--- config.mk ---
export PLATFORM = sky130hd
export DESIGN_NAME = mii_tx_framer
export DESIGN_NICKNAME = d
export VERILOG_FILES = /design/src/rtl/mii_tx_framer.sv
export SDC_FILE = /design/constraint.sdc
export NUM_CORES = 1
export LEC_CHECK = 0
export CAP_MARGIN = 5
export CORE_MARGIN = 8
export CORE_UTILIZATION = 53
export CTS_CLUSTER_DIAMETER = 60
export CTS_CLUSTER_SIZE = 40
export DETAILED_ROUTE_END_ITERATION = 12
export PLACE_DENSITY = 0.85
export REMOVE_ABC_BUFFERS = 1
export SLEW_MARGIN = 40
export SYNTH_ARGS = -nofsm -noshare
export SYNTH_HDL_FRONTEND = slang
export SYNTH_SLANG_ARGS = --single-unit
export TNS_END_PERCENT = 100
--- constraint.sdc ---
create_clock -name clk -period 3.91 [get_ports clk]
set_clock_uncertainty 0.1 [all_clocks]
set_input_delay 0.391 -clock clk [delete_from_list [all_inputs] [get_ports clk]]
set_output_delay 0.391 -clock clk [all_outputs]
set_load 0.05 [all_outputs]
--- src/rtl/mii_tx_framer.sv ---
// mii_tx_framer: sends block-RAM payload words on MII with preamble, SFD and inter-frame gap.
// Define MII_TX_FCS_EN to append a CRC-32 FCS after the payload.
module mii_tx_framer #(
    parameter int ADDR_W           = 9,
    parameter int PREAMBLE_NIBBLES = 15,
    parameter int IFG_NIBBLES      = 24
) (
    input  logic              clk,
    input  logic              rst,
    input  logic              start,
    input  logic [ADDR_W-1:0] word_count,
    output logic [ADDR_W-1:0] rd_addr,
    input  logic [31:0]       rd_data,
    output logic              busy,
    output logic              done,
    output logic              eth_tx_en,
    output logic [3:0]        eth_txd
);
    localparam int CMAX = PREAMBLE_NIBBLES > IFG_NIBBLES ? PREAMBLE_NIBBLES : IFG_NIBBLES;
    localparam int CW   = CMAX > 2 ? $clog2(CMAX) : 1;
`ifdef MII_TX_FCS_EN
    localparam logic FCS_EN = 1'b1;
`else
    localparam logic FCS_EN = 1'b0;
`endif

    typedef enum logic [2:0] {IDLE, PRE, SFD, DATA, FCS, IFG} state_t;

    state_t            state, state_n;
    logic [CW-1:0]     cnt, cnt_n;
    logic [2:0]        nib;
    logic [ADDR_W-1:0] word, count;
    logic [31:0]       shift, load_val;
    logic [3:0]        txd_n;
    logic              load, last_word;

`ifdef MII_TX_FCS_EN
    logic [31:0] crc;

    function automatic logic [31:0] crc_nib(input logic [31:0] c, input logic [3:0] d);
        logic [31:0] r;
        r = c ^ {28'd0, d};
        for (int i = 0; i < 4; i++)
            r = r[0] ? (r >> 1) ^ 32'hEDB88320 : r >> 1;
        return r;
    endfunction

    always_ff @(posedge clk or posedge rst) begin
        if (rst)
            crc <= '1;
        else if (state == IDLE)
            crc <= '1;
        else if (state_n == DATA)
            crc <= crc_nib(crc, txd_n);
    end
`endif

    always_comb begin
        state_n   = state;
        last_word = word == count - 1'b1;
        unique case (state)
            IDLE:    if (start && word_count != '0) state_n = PRE;
            PRE:     if (cnt == CW'(PREAMBLE_NIBBLES - 1)) state_n = SFD;
            SFD:     state_n = DATA;
            DATA:    if (nib == 3'd7 && last_word) state_n = FCS_EN ? FCS : IFG;
            FCS:     if (nib == 3'd7) state_n = IFG;
            IFG:     if (cnt == CW'(IFG_NIBBLES - 1)) state_n = IDLE;
            default: state_n = IDLE;
        endcase
        cnt_n = state_n == state ? cnt + 1'b1 : '0;
        // The shift register reloads with the next RAM word, or with the inverted CRC after the last word.
        load = state == SFD || (state == DATA && nib == 3'd7);
`ifdef MII_TX_FCS_EN
        load_val = state == DATA && last_word ? ~crc : rd_data;
`else
        load_val = rd_data;
`endif
        txd_n = state_n == PRE ? 4'h5 :
                state_n == SFD ? 4'hd :
                (state_n == DATA || state_n == FCS) ? (load ? load_val[3:0] : shift[7:4]) : 4'h0;
    end

    always_ff @(posedge clk or posedge rst) begin
        if (rst) begin
            state     <= IDLE;
            cnt       <= '0;
            nib       <= '0;
            word      <= '0;
            count     <= '0;
            shift     <= '0;
            rd_addr   <= '0;
            busy      <= 1'b0;
            done      <= 1'b0;
            eth_tx_en <= 1'b0;
            eth_txd   <= 4'h0;
        end else begin
            state <= state_n;
            cnt   <= cnt_n;
            nib   <= (state == DATA || state == FCS) ? nib + 1'b1 : '0;
            shift <= load ? load_val : shift >> 4;
            if (state == IDLE && state_n == PRE) begin
                count   <= word_count;
                word    <= '0;
                rd_addr <= '0;
            end else begin
                if (state == DATA && nib == 3'd7 && !last_word)
                    word <= word + 1'b1;
                // Address runs one word ahead of the shifter but never past the last word.
                if (load && rd_addr != count - 1'b1)
                    rd_addr <= rd_addr + 1'b1;
            end
            busy      <= state_n != IDLE;
            done      <= state_n == IFG && cnt_n == CW'(IFG_NIBBLES - 1);
            eth_tx_en <= state_n inside {PRE, SFD, DATA, FCS};
            eth_txd   <= txd_n;
        end
    end
endmodule

Word level (Yosys, flattened, before mapping). Index checks and enable logic that the tools add are counted. W data, S select, Z words.

$add $sub $neg: 5. Equal/unequal tests: 17. Multiplexer cells: 17. Reductions and logical operators: 17.

Operators with widths (number): $mux W9 (4); $mux W32 (1); $add A9 B1 Y9 const B (2); $mux W3 (6); $pmux W3 S6 (1); $mux W4 (4); $eq A3 B3 Y1 const B (5); $eq A3 B2 Y1 const B (4); $eq A5 B5 Y1 const B (2); $eq A9 B9 Y1 (1); $ne A9 B9 Y1 (1); $reduce_bool A9 Y1 (1); $sub A9 B1 Y9 const B (1); $logic_and A1 B1 Y1 (7); $eq A3 B1 Y1 const B (2); $add A5 B1 Y5 const B (1); $eq A5 B4 Y1 const B (1); $mux W5 (1); $reduce_bool A2 Y1 (2); $reduce_bool A4 Y1 (1); $add A3 B1 Y3 const B (1); $eq A3 B3 Y1 (1); $logic_not A3 Y1 (1); $logic_or A1 B1 Y1 (3); other kinds (2) (2).

Register bits after elaboration: 77. Input bits: 44. Output and inout bits: 16. Word-level logic and storage cells: 67.

Logic depth before layout (Yosys ltp). Gate-level depths: netlist of the first run.

Depth after elaboration: 10. Mapped depth: 11. Depth with buffers taken out: 9.

Worst setup path after synthesis of the first run. OpenSTA, ideal clock, no wires.

Path type: reg2reg. Start: reg count[0]. End: reg word[3]. Data arrival time: 2546 ps. Setup slack: 1169 ps. Cell stages (with the launch flop): 12. Cells stage by stage: dfrtp_1 clkbuf_1 inv_1 ha_1 nand2b_1 xor2_1 o41a_1 or4b_1 o21bai_4 buf_4 o211ai_1 o31ai_1.

Cells in the longest elaborated chain, start to end: 8.

Ends and longest elaborated chain: start: declaration (RTL line 32) `logic [ADDR_W-1:0] word, count;`; start signal: assignment (RTL line 102) `count <= word_count;`; $sub A9 B1 Y9 * (RTL line 60) `last_word = word == count - 1'b1;`; $eq A9 B9 Y1 * (RTL line 60); $logic_and A1 B1 Y1 (RTL line 65) `DATA: if (nib == 3'd7 && last_word) state_n = FCS_EN ? FCS : IFG;`; $mux W3 (RTL line 65); $pmux W3 S6 (RTL line 61) `unique case (state)`; $eq A3 B1 Y1 (RTL line 101) `if (state == IDLE && state_n == PRE) begin`; $logic_and A1 B1 Y1 (RTL line 101); $mux W9 or $reduce_bool A2 Y1 (tied branches); end signal: assignment (RTL line 107) `word <= word + 1'b1;`; end: declaration (RTL line 32).

Mark *: on every way between the ends. The rest lies on a longest branch, timed or not. A chain may end at the register's enable or synchronous reset.

Worst setup path in the final report of the first run.
Start: reg count[0]. End: reg eth_txd[0].

Cells in the longest elaborated chain, start to end: 10.

Ends and longest elaborated chain: $sub A9 B1 Y9 * (RTL line 60); $eq A9 B9 Y1 * (RTL line 60); $logic_and A1 B1 Y1 * (RTL line 65); $mux W3 * (RTL line 65); $pmux W3 S6 * (RTL line 61); $eq A3 B2 Y1 or $eq A3 B3 Y1 (tied branches) (RTL line 80) `(state_n == DATA || state_n == FCS) ? (load ? load_val[3:0] : shift[7:4]) : 4'h0;`; $logic_or A1 B1 Y1 (RTL line 80); $mux W4 (RTL line 80); $mux W4 (RTL line 79) `state_n == SFD ? 4'hd :`; $mux W4 * (RTL line 78) `txd_n = state_n == PRE ? 4'h5 :`; named net txd_n[0] (RTL line 34) `logic [3:0] txd_n;`; end signal: assignment (RTL line 115) `eth_txd <= txd_n;`; end: declaration (RTL line 17) `output logic [3:0] eth_txd`.

Mark *: on every way through the listed nets, which the timed path passes. The rest lies on a longest branch.

==> flow_metrics.py, run 1 <==
metrics = {
    "die": {
        "design.die.area_um2": 9899,
        "core_area_um2": 6756,
        "die_w_um": 99.50,
        "start_util_pct": 54.69,
        "rows": 30,
        "die-height_um": 99.50,
        "ios": 60,
    },
    "setup_path": {
        "cpLargestDelayFamily": "simple AND/OR/NAND/NOR gates",
        "timing.critical_path.buf_inv": 1,
        "cp_max_fo": 6,
        "critPathLaunch": "count[0]",
        "critPathRequiredTime_ps": 4030,
        "critPathArrivalTime_ps": 3130,
        "path_cells": "inv_1, ha_1, nand2b_1, xor2_1, o41a_1, or4b_1, nor3_1, o22a_1, o21ai_0",
        "crit_type": "flop to flop",
        "cpMaxStageDelayCell": "or4b_1",
        "max_stage_delay_ps": 640,
        "startpoint_type": "flop",
        "r2r-start": "count[0]",
        "cp-end-kind": "flop",
    },
    "detailed_routing": {
        "first_iter_violations": 236,
        "drc": 0,
        "vias": 3056,
        "first_pass_iters": 4,
        "routed_wl_um": 8494,
        "drtAntennaViolNets": 0,
        "wl_per_cell_um": 15.85,
        "vias_per_cell": 5.701,
    },
    "yosys": {
        "synth_cells": 391,
        "ys_seq_area_share_pct": 49.44,
        "syn_area_per_cell_um2": 9.450,
        "synth-main-ff-cell": "dfrtp_1",
        "synth_area_um2": 3695,
        "synth_warnings": 0,
        "synth-edff-count": 0,
        "ys_types": 52,
        "async_flop_share_pct": 100.0,
        "synth-seq-cells": 73,
    },
    "layout": {
        "drive_above_1_share_pct": 7.018,
        "nets": 502,
        "n_fill_cell": 500,
        "final_cell_mix": "nand2_1, dfrtp_1, clkdlybuf4s50_1",
        "final_core_util_pct": 68.06,
        "diodes": 0,
        "syn2layout_area_growth_pct": 24.45,
        "multi_input_area_um2": 1774,
        "layout_commonest_cell": "nand2_1",
        "seq_area_um2": 1827,
    },
    "global_routing": {
        "gr-total-overflow": 0,
        "grt_max_degree": 42,
        "antenna_found_initial": 0,
        "grt_pass1_vias": 3121,
        "grt_pass1_wl_um": 14410,
        "grt.total_usage_pct": 17.97,
    },
    "run": {
        "cap_viol_max_count": 0,
    },
    "sta": {
        "drv_slew": 0,
        "slew_headroom_pct": 56.28,
        "setup_tns_ps": 0,
        "setup_viol": 0,
        "timing.fmax_mhz": 333.3,
        "hold_viol_final": 0,
        "fin_crit_ps": 3001,
        "timing.final.crit_share_pct": 76.74,
        "rsz0062_at_grt": "false",
        "worst_slew_pin_slew_ps": 654.9,
    },
    "clock_network": {
        "ctsHoldBuffers": 0,
        "path_clk_slew_ps": 70,
        "h-tree-depth": 3,
        "postCtsSetupBuffers": 0,
        "cts_buffer_depth": 2,
        "clk_latency_ps": 350,
        "cts-buffers-inserted": 9,
        "cts_num_sinks": 73,
        "cts_resized": 0,
        "cts_tree": "built",
        "cts_root_buf": "clkbuf_8",
    },
    "worst_hold_path": {
        "hold_path_class": "flop to flop",
        "hp-start": "shift[23]",
    },
    "power": {
        "p_leak_nw": 2.030,
        "peakVddDrop_mv": 0.4865,
        "p_per_area_nw_per_um2": 703.5,
    },
    "placed_design": {
        "numPortBuffers": 59,
        "place.gp.congestion": 0.9937,
        "hpwl_um": 6044,
    },
    "outcome": {
        "outcome": "finished, final reports clean",
    },
}
-- worst register-to-register path: stages (launching register included) --
cell and delay [ps]:
dfrtp_1 450, inv_1 100, ha_1 180, nand2b_1 170, xor2_1 210, o41a_1 340
or4b_1 640, nor3_1 320, o22a_1 250, o21ai_0 100
-- sequential cells by signal, summed over array words and instances (netlist names) --
name,flops
cnt,5
rd_addr,9
word,9
eth_tx_en,1
busy,1
eth_txd,4
done,1
shift,28
nib,3
count,9
state,3
-- power by group --
part | switching [mW] | internal, mW
logic | 0.738 | 0.582
clock network | 0.286 | 0.361
registers | 0.288 | 0.979
-- routing by layer --
layer	track usage, %	share of wire, %
met4	6.403	1.3
met3	3.561	5.7
met5	0	0
met1	22.63	43
met2	29.91	50
-- path summary, 6_finish.rpt --
check,endpoint,slack (ps),depth (start not counted)
max reg2reg,eth_txd[0],910,9
max in group asynchronous,state[2],2390,3
min reg2reg,shift[19],350,2
min in group asynchronous,shift[26],360,2
min,shift[19],350,2
max,eth_txd[0],910,9
-- cell usage after synthesis, types with 7 or more instances --
library cell	instances	area [µm²]
o21ai_0	18	90.09
dfrtp_1	73	1827
nand2_1	111	416.7
ha_1	7	87.58
clkbuf_1	13	48.80
xor2_1	7	61.31
nor2_1	15	56.30
xnor2_1	20	175.2
inv_1	11	41.29
nand3_1	14	70.07
-- through the flow --
stage	instance area, µm²	hold WS (ps)	std cells	setup slack (ps)	power (mW)
2_1_floorplan	3620	309.1	375	770.9	2.182
3_3_place_gp	4370	322.0	519	1039	2.522
3_5_place_dp	4378	326.8	520	931.6	2.589
4_1_cts	4598	346.4	536	934.8	3.241
5_1_grt	4598	368.9	536	700.1	3.440
6_report	4598	346.0	536	909.4	3.235
-- logic make-up (layout without fill, tap and decap cells) --
kind of cell | count (synthesis) | after routing | share of synthesized area (%)
flops | 73 | 73 | 49.44
buf+inv | 27 | 92 | 3.149
compound gates | 60 | 60 | 11.68
xor+xnor | 29 | 29 | 7.619
simple gates | 190 | 190 | 24.38
mux | 5 | 5 | 1.355
fa+ha+maj | 7 | 7 | 2.370
-- area by class of cell --
| cell class | count | share of cell area (%) |
|---|---|---|
| tap | 80 | 2.177 |
| sequential | 73 | 39.73 |
| timing repair buffer | 65 | 13.82 |
| clock inverter | 6 | 2.014 |
| clock buffer | 10 | 2.776 |
| multi-input combinational | 291 | 38.58 |
| inverter | 11 | 0.8980 |
Power figures use the tool's default switching activity.
==> run 2, diff against run 1 <==
==> constraint.sdc (replaced) <==
create_clock -name clk -period 2.9 [get_ports clk]
set_clock_uncertainty 0.1 [all_clocks]
set_input_delay 0.29 -clock clk [delete_from_list [all_inputs] [get_ports clk]]
set_output_delay 0.29 -clock clk [all_outputs]
set_load 0.05 [all_outputs]
==> run 2 against run 1 <==
Non-clock buffer count increased by 9. Worst setup slack worse by 830 ps. Sequential power up 34%. Total power is 41% higher. Die area unchanged. Critical path depth up 2. Combinational power grew 50%.
==> flow_metrics.py, run 2 (synthesized netlist as in run 1, its figures left out) <==
metrics = {
    "setup_path": {
        "cp_max_fo": 9,
        "startpoint_type": "flop",
        "timing.critical_path.buf_inv": 3,
        "cpLargestDelayFamily": "simple AND/OR/NAND/NOR gates",
        "critPathRequiredTime_ps": 3080,
        "cp.depth": 11,
        "path_cells": "inv_1, ha_2, nand2b_4, buf_4, nor4_4, xnor3_1, o2111ai_4, o21bai_4, buf_4, or4_1, a21oi_1",
        "max_stage_delay_ps": 500,
        "crit_type": "flop to flop",
        "cp-end-kind": "flop",
        "critPathArrivalTime_ps": 3010,
        "ff2ff_path_depth": 11,
        "crit_top_cell": "buf_4",
        "cpMaxStageDelayCell": "or4_1",
    },
    "sta": {
        "hold_viol_final": 0,
        "fin_crit_ps": 2825,
        "timing.fmax_mhz": 354.0,
        "slew_headroom_pct": 58.83,
        "timing.final.crit_share_pct": 97.42,
        "drv_slew": 0,
        "setup_viol": 0,
        "setup_slack_ps": 74.83,
        "setup_tns_ps": 0,
        "worst_slew_pin_slew_ps": 616.6,
    },
    "clock_network": {
        "cts-buffers-inserted": 9,
        "cts_tree": "built",
        "cts_buffer_depth": 2,
        "clk_latency_ps": 360,
        "ctsHoldBuffers": 0,
        "h-tree-depth": 3,
        "path_clk_slew_ps": 70,
        "cts_root_buf": "clkbuf_8",
        "cts_num_sinks": 73,
    },
    "placed_design": {
        "placed_cell_area_um2": 4436,
        "place.gp.congestion": 0.9739,
        "numPortBuffers": 59,
        "dp_cells": 526,
        "hpwl_um": 6529,
        "pre_cts_ws_ps": 54.29,
    },
    "layout": {
        "top_register": "shift",
        "diodes": 0,
        "final_cell_mix": "nand2_1, dfrtp_1, clkdlybuf4s50_1",
        "layout.cells.non_filler": 545,
        "syn2layout_area_growth_pct": 27.57,
        "fin_area_um2": 4713,
        "layout_commonest_cell": "nand2_1",
        "nets": 511,
        "largest_reg_flops": 28,
        "drive_above_1_share_pct": 9.892,
    },
    "die": {
        "rows": 30,
        "core_area_um2": 6756,
        "design.die.area_um2": 9899,
        "die_w_um": 99.50,
        "die-height_um": 99.50,
        "start_util_pct": 54.69,
        "ios": 60,
    },
    "global_routing": {
        "gr-total-overflow": 0,
        "grt_max_degree": 47,
        "antenna_found_initial": 0,
        "grt.total_usage_pct": 19.05,
        "grt_pass1_vias": 3214,
        "grt_pass1_wl_um": 15110,
    },
    "detailed_routing": {
        "vias_per_cell": 5.767,
        "wl_per_cell_um": 16.71,
        "drc": 0,
        "routed_wl_um": 9108,
        "wl_met2_um": 4607,
        "vias": 3143,
        "drt-met1-wl_um": 3736,
        "first_pass_iters": 6,
        "dr.max_layer_used": "met4",
        "drtAntennaViolNets": 0,
        "first_iter_violations": 228,
        "met3_length_um": 554,
    },
    "worst_hold_path": {
        "hold_path_class": "primary input to asynchronous set/reset pin",
    },
    "power": {
        "p_per_area_nw_per_um2": 965.5,
        "peakVddDrop_mv": 0.5680,
        "p_leak_nw": 2.093,
    },
    "run": {
        "cap_viol_max_count": 0,
    },
    "outcome": {
        "outcome": "finished, final reports clean",
    },
}
-- run 2: changes by cell type in the layout (fill, tap and decap cells not counted), sizes merged --
cell      delta
inv          +1
buf          +9
clkinvlp     -2
clkinv       +1
-- run 2: through the flow --
step	hold WS, ps	total power, mW	utilization (%)
6_report	231.3	4.551	69.76
2_1_floorplan	295.4	2.942	-
5_1_grt	297.6	4.830	69.76
3_5_place_dp	326.9	3.566	65.65
4_1_cts	249.2	4.453	68.89
3_3_place_gp	319.1	3.457	65.65
-- run 2: final cells by class --
| class | count | area [µm²] |
|---|---|---|
| fillers | 490 | 2043 |
| flip-flops and latches | 73 | 1827 |
| multi-input cells | 291 | 1810 |
| repair buffers | 74 | 715.7 |
| clock buffers | 10 | 127.6 |
| well taps | 80 | 100.1 |
| clock inverters | 6 | 91.34 |
| inverters | 11 | 41.29 |
-- run 2: where the power goes --
group / internal (mW) / leakage [nW] / switching (mW)
Sequential: 1.32 / 0.966 / 0.377
Combinational: 0.868 / 1.02 / 1.11
Clock: 0.489 / 0.111 / 0.387
Total: 2.68 / 2.09 / 1.87
-- run 2: worst paths after layout --
kind / from / to / slack [ps]
setup / recovery: count[0] / word[5] / 70
hold / removal: rst / rd_addr[1] / 230
setup reg to reg: count[0] / word[5] / 70
hold reg to reg: shift[10] / shift[6] / 340
max in group asynchronous: rst / cnt[4] / 1830
min in group clk: shift[10] / shift[6] / 340
-- run 2: timing repair --
action,CTS,global route
resized for setup,0,6
setup endpoints to repair,0,20
buffers inserted,0,3
-- run 2: routing by layer --
layer / track usage [%] / vias up
met2: 32.33 / 117
met3: 4.330 / 25
met4: 8.149 / 0
met5: 0 / -
li1: - / 1493
met1: 22.61 / 1508
==> run 3, diff against run 2 <==
--- a/config.mk
+++ b/config.mk
@@ -7,10 +7,11 @@
 export LEC_CHECK = 0
 export CAP_MARGIN = 5
 export CORE_MARGIN = 8
-export CORE_UTILIZATION = 53
+export CORE_UTILIZATION = 63
 export CTS_CLUSTER_DIAMETER = 60
 export CTS_CLUSTER_SIZE = 40
 export DETAILED_ROUTE_END_ITERATION = 12
+export DONT_BUFFER_PORTS = 1
 export PLACE_DENSITY = 0.85
 export REMOVE_ABC_BUFFERS = 1
 export SLEW_MARGIN = 40
==> run 3 against run 2 <==
Register-to-register slack better by 30 ps. Non-clock buffer count is 14 lower. Total power increased by 0.84%. Critical path depth did not move. Die area is 13% lower. First-iteration DRC count is 8.3% lower. Count of clock-buffer cells in the layout is the same. Sequential power rose by 4%. Worst setup slack improved by 30 ps. Combinational power down 8%.
==> flow_metrics.py, run 3 (synthesized netlist as in run 1, its figures left out) <==
metrics = {
    "outcome": {
        "outcome": "finished, final reports clean",
    },
    "die": {
        "die-height_um": 92.58,
        "core_area_um2": 5781,
        "design.die.area_um2": 8571,
        "die_w_um": 92.58,
        "start_util_pct": 63.92,
        "rows": 28,
        "ios": 60,
    },
    "layout": {
        "final_core_util_pct": 78.83,
        "drive_above_1_share_pct": 11.31,
        "final_cell_mix": "nand2_1, dfrtp_1, dlygate4sd3_1",
        "multi_input_area_um2": 1789,
        "layout_commonest_cell": "nand2_1",
        "largest_reg_flops": 28,
        "top_register": "shift",
        "syn2layout_area_growth_pct": 23.33,
        "n_fill_cell": 374,
        "nets": 497,
        "seq_area_um2": 1827,
    },
    "setup_path": {
        "cp-endpoint": "word[5]",
        "critPathRequiredTime_ps": 3090,
        "r2r-start": "count[0]",
        "regToRegSetupSlack_ps": 110,
        "crit_type": "flop to flop",
        "critPathArrivalTime_ps": 2980,
        "cp-end-kind": "flop",
        "cp_max_fo": 18,
        "ff2ff_path_depth": 11,
        "cpMaxStageDelayCell": "or4_1",
        "startpoint_type": "flop",
        "critPathLaunch": "count[0]",
        "timing.rr.end": "word[5]",
        "max_stage_delay_ps": 500,
        "path_cells": "inv_1, ha_1, nand2b_1, buf_4, nor2_4, or3b_2, o2111ai_2, o21bai_4, buf_12, or4_1, a21oi_1",
    },
    "power": {
        "power_switching_mw": 1.926,
        "netSwitchingFraction_pct": 41.96,
        "combPwrFrac_pct": 39.7,
        "pwr-share-seq_pct": 38.4,
        "peakVddDrop_mv": 0.8237,
        "cell_internal_pwr_mw": 2.664,
        "p_leak_nw": 2.069,
        "p_per_area_nw_per_um2": 1007,
        "p_clk_share_pct": 21.9,
    },
    "detailed_routing": {
        "drtAntennaViolNets": 0,
        "drc": 0,
        "first_iter_violations": 209,
        "vias_per_cell": 6.230,
        "wl_per_cell_um": 19.76,
        "vias": 3283,
        "routed_wl_um": 10420,
        "first_pass_iters": 5,
    },
    "sta": {
        "fin_crit_ps": 2795,
        "worst_slew_pin_slew_ps": 783.4,
        "slew_headroom_pct": 47.77,
        "setup_tns_ps": 0,
        "hold_viol_final": 0,
        "timing.fmax_mhz": 357.8,
        "setup_slack_ps": 105.1,
        "timing.final.crit_share_pct": 96.38,
        "setup_viol": 0,
        "drv_slew": 0,
    },
    "clock_network": {
        "cts_buffer_depth": 2,
        "h-tree-depth": 3,
        "cts_num_sinks": 73,
        "cts-buffers-inserted": 9,
        "cts_root_buf": "clkbuf_8",
        "cts_tree": "built",
        "clk_latency_ps": 370,
        "path_clk_slew_ps": 90,
    },
    "placed_design": {
        "place.gp.congestion": 0.9257,
        "numPortBuffers": 0,
        "hpwl_um": 6414,
        "pre_cts_ws_ps": 103.1,
    },
    "global_routing": {
        "antenna_found_initial": 1,
        "grt.total_usage_pct": 24.44,
        "grt_pass1_wl_um": 16110,
        "grt_pass1_vias": 3233,
        "gr-total-overflow": 0,
        "grt_max_degree": 31,
    },
    "worst_hold_path": {
        "hold_path_class": "primary input to flop",
    },
    "run": {
        "cap_viol_max_count": 0,
    },
}
[run 3: what timing repair did]
item	4_1_cts	5_1_grt
hold buffers	39	0
buffers inserted	0	1
endpoints found under the setup margin	0	18
resized for setup	0	5
hold endpoints to repair	61	0
[run 3: worst max-delay path: cells and delay by family, from the launching register on]
family,cells,cell delay [ps]
AOI/OAI and AO/OA,3,430
buffers and inverters,3,380
and+or+nand+nor,4,1170
DFF,1,380
adders and majority gates,1,250
[run 3: cell type report]
cell class / count / share of cell area, %
clock inverter: 6 / 2.526
clock buffer: 10 / 2.801
inverter: 11 / 0.9061
timing repair buffer: 60 / 12.30
multi-input combinational: 291 / 39.26
sequential: 73 / 40.09
tap: 75 / 2.059
antenna: 1 / 0.05491
[run 3: worst min path at each step]
stage	from	end	cells past startpoint
floorplan	word_count[2]	count[2]	2
global placement	rst	shift[27]	1
detailed placement	rst	shift[27]	1
CTS	rd_data[2]	eth_txd[2]	2
global route	rd_data[3]	eth_txd[3]	2
finish	rd_data[2]	eth_txd[2]	2
[run 3: layer usage]
| layer | up-vias | track usage (%) | routed length [µm] |
|---|---|---|---|
| met3 | 50 | 6.877 | 945 |
| met4 | 0 | 15.17 | 565 |
| met5 | - | 0 | 0 |
| met1 | 1569 | 26.97 | 3665 |
| met2 | 206 | 41.00 | 5239 |
| li1 | 1458 | - | - |
[run 3: power by group through the flow]
| stage | logic, mW | clock network [mW] | registers [mW] |
|---|---|---|---|
| 2_1_floorplan | 1.09 | 0 | 1.86 |
| 3_3_place_gp | 1.59 | 0 | 1.74 |
| 3_5_place_dp | 1.68 | 0 | 1.76 |
| 4_1_cts | 1.73 | 0.981 | 1.74 |
| 5_1_grt | 1.97 | 1.05 | 1.80 |
| 6_report | 1.82 | 1.00 | 1.76 |
[run 3: stage by stage]
stage / cell area (µm²) / total power, mW / cells / hold slack [ps]
after global routing: 4557 / 4.807 / 527 / 108.6
after floorplan: 3620 / 2.942 / 375 / 295.4
final: 4557 / 4.589 / 527 / 55.29
after global placement: 3875 / 3.337 / 470 / 120.1
after CTS: 4508 / 4.458 / 525 / 55.84
after detailed placement: 3875 / 3.438 / 470 / 132.9
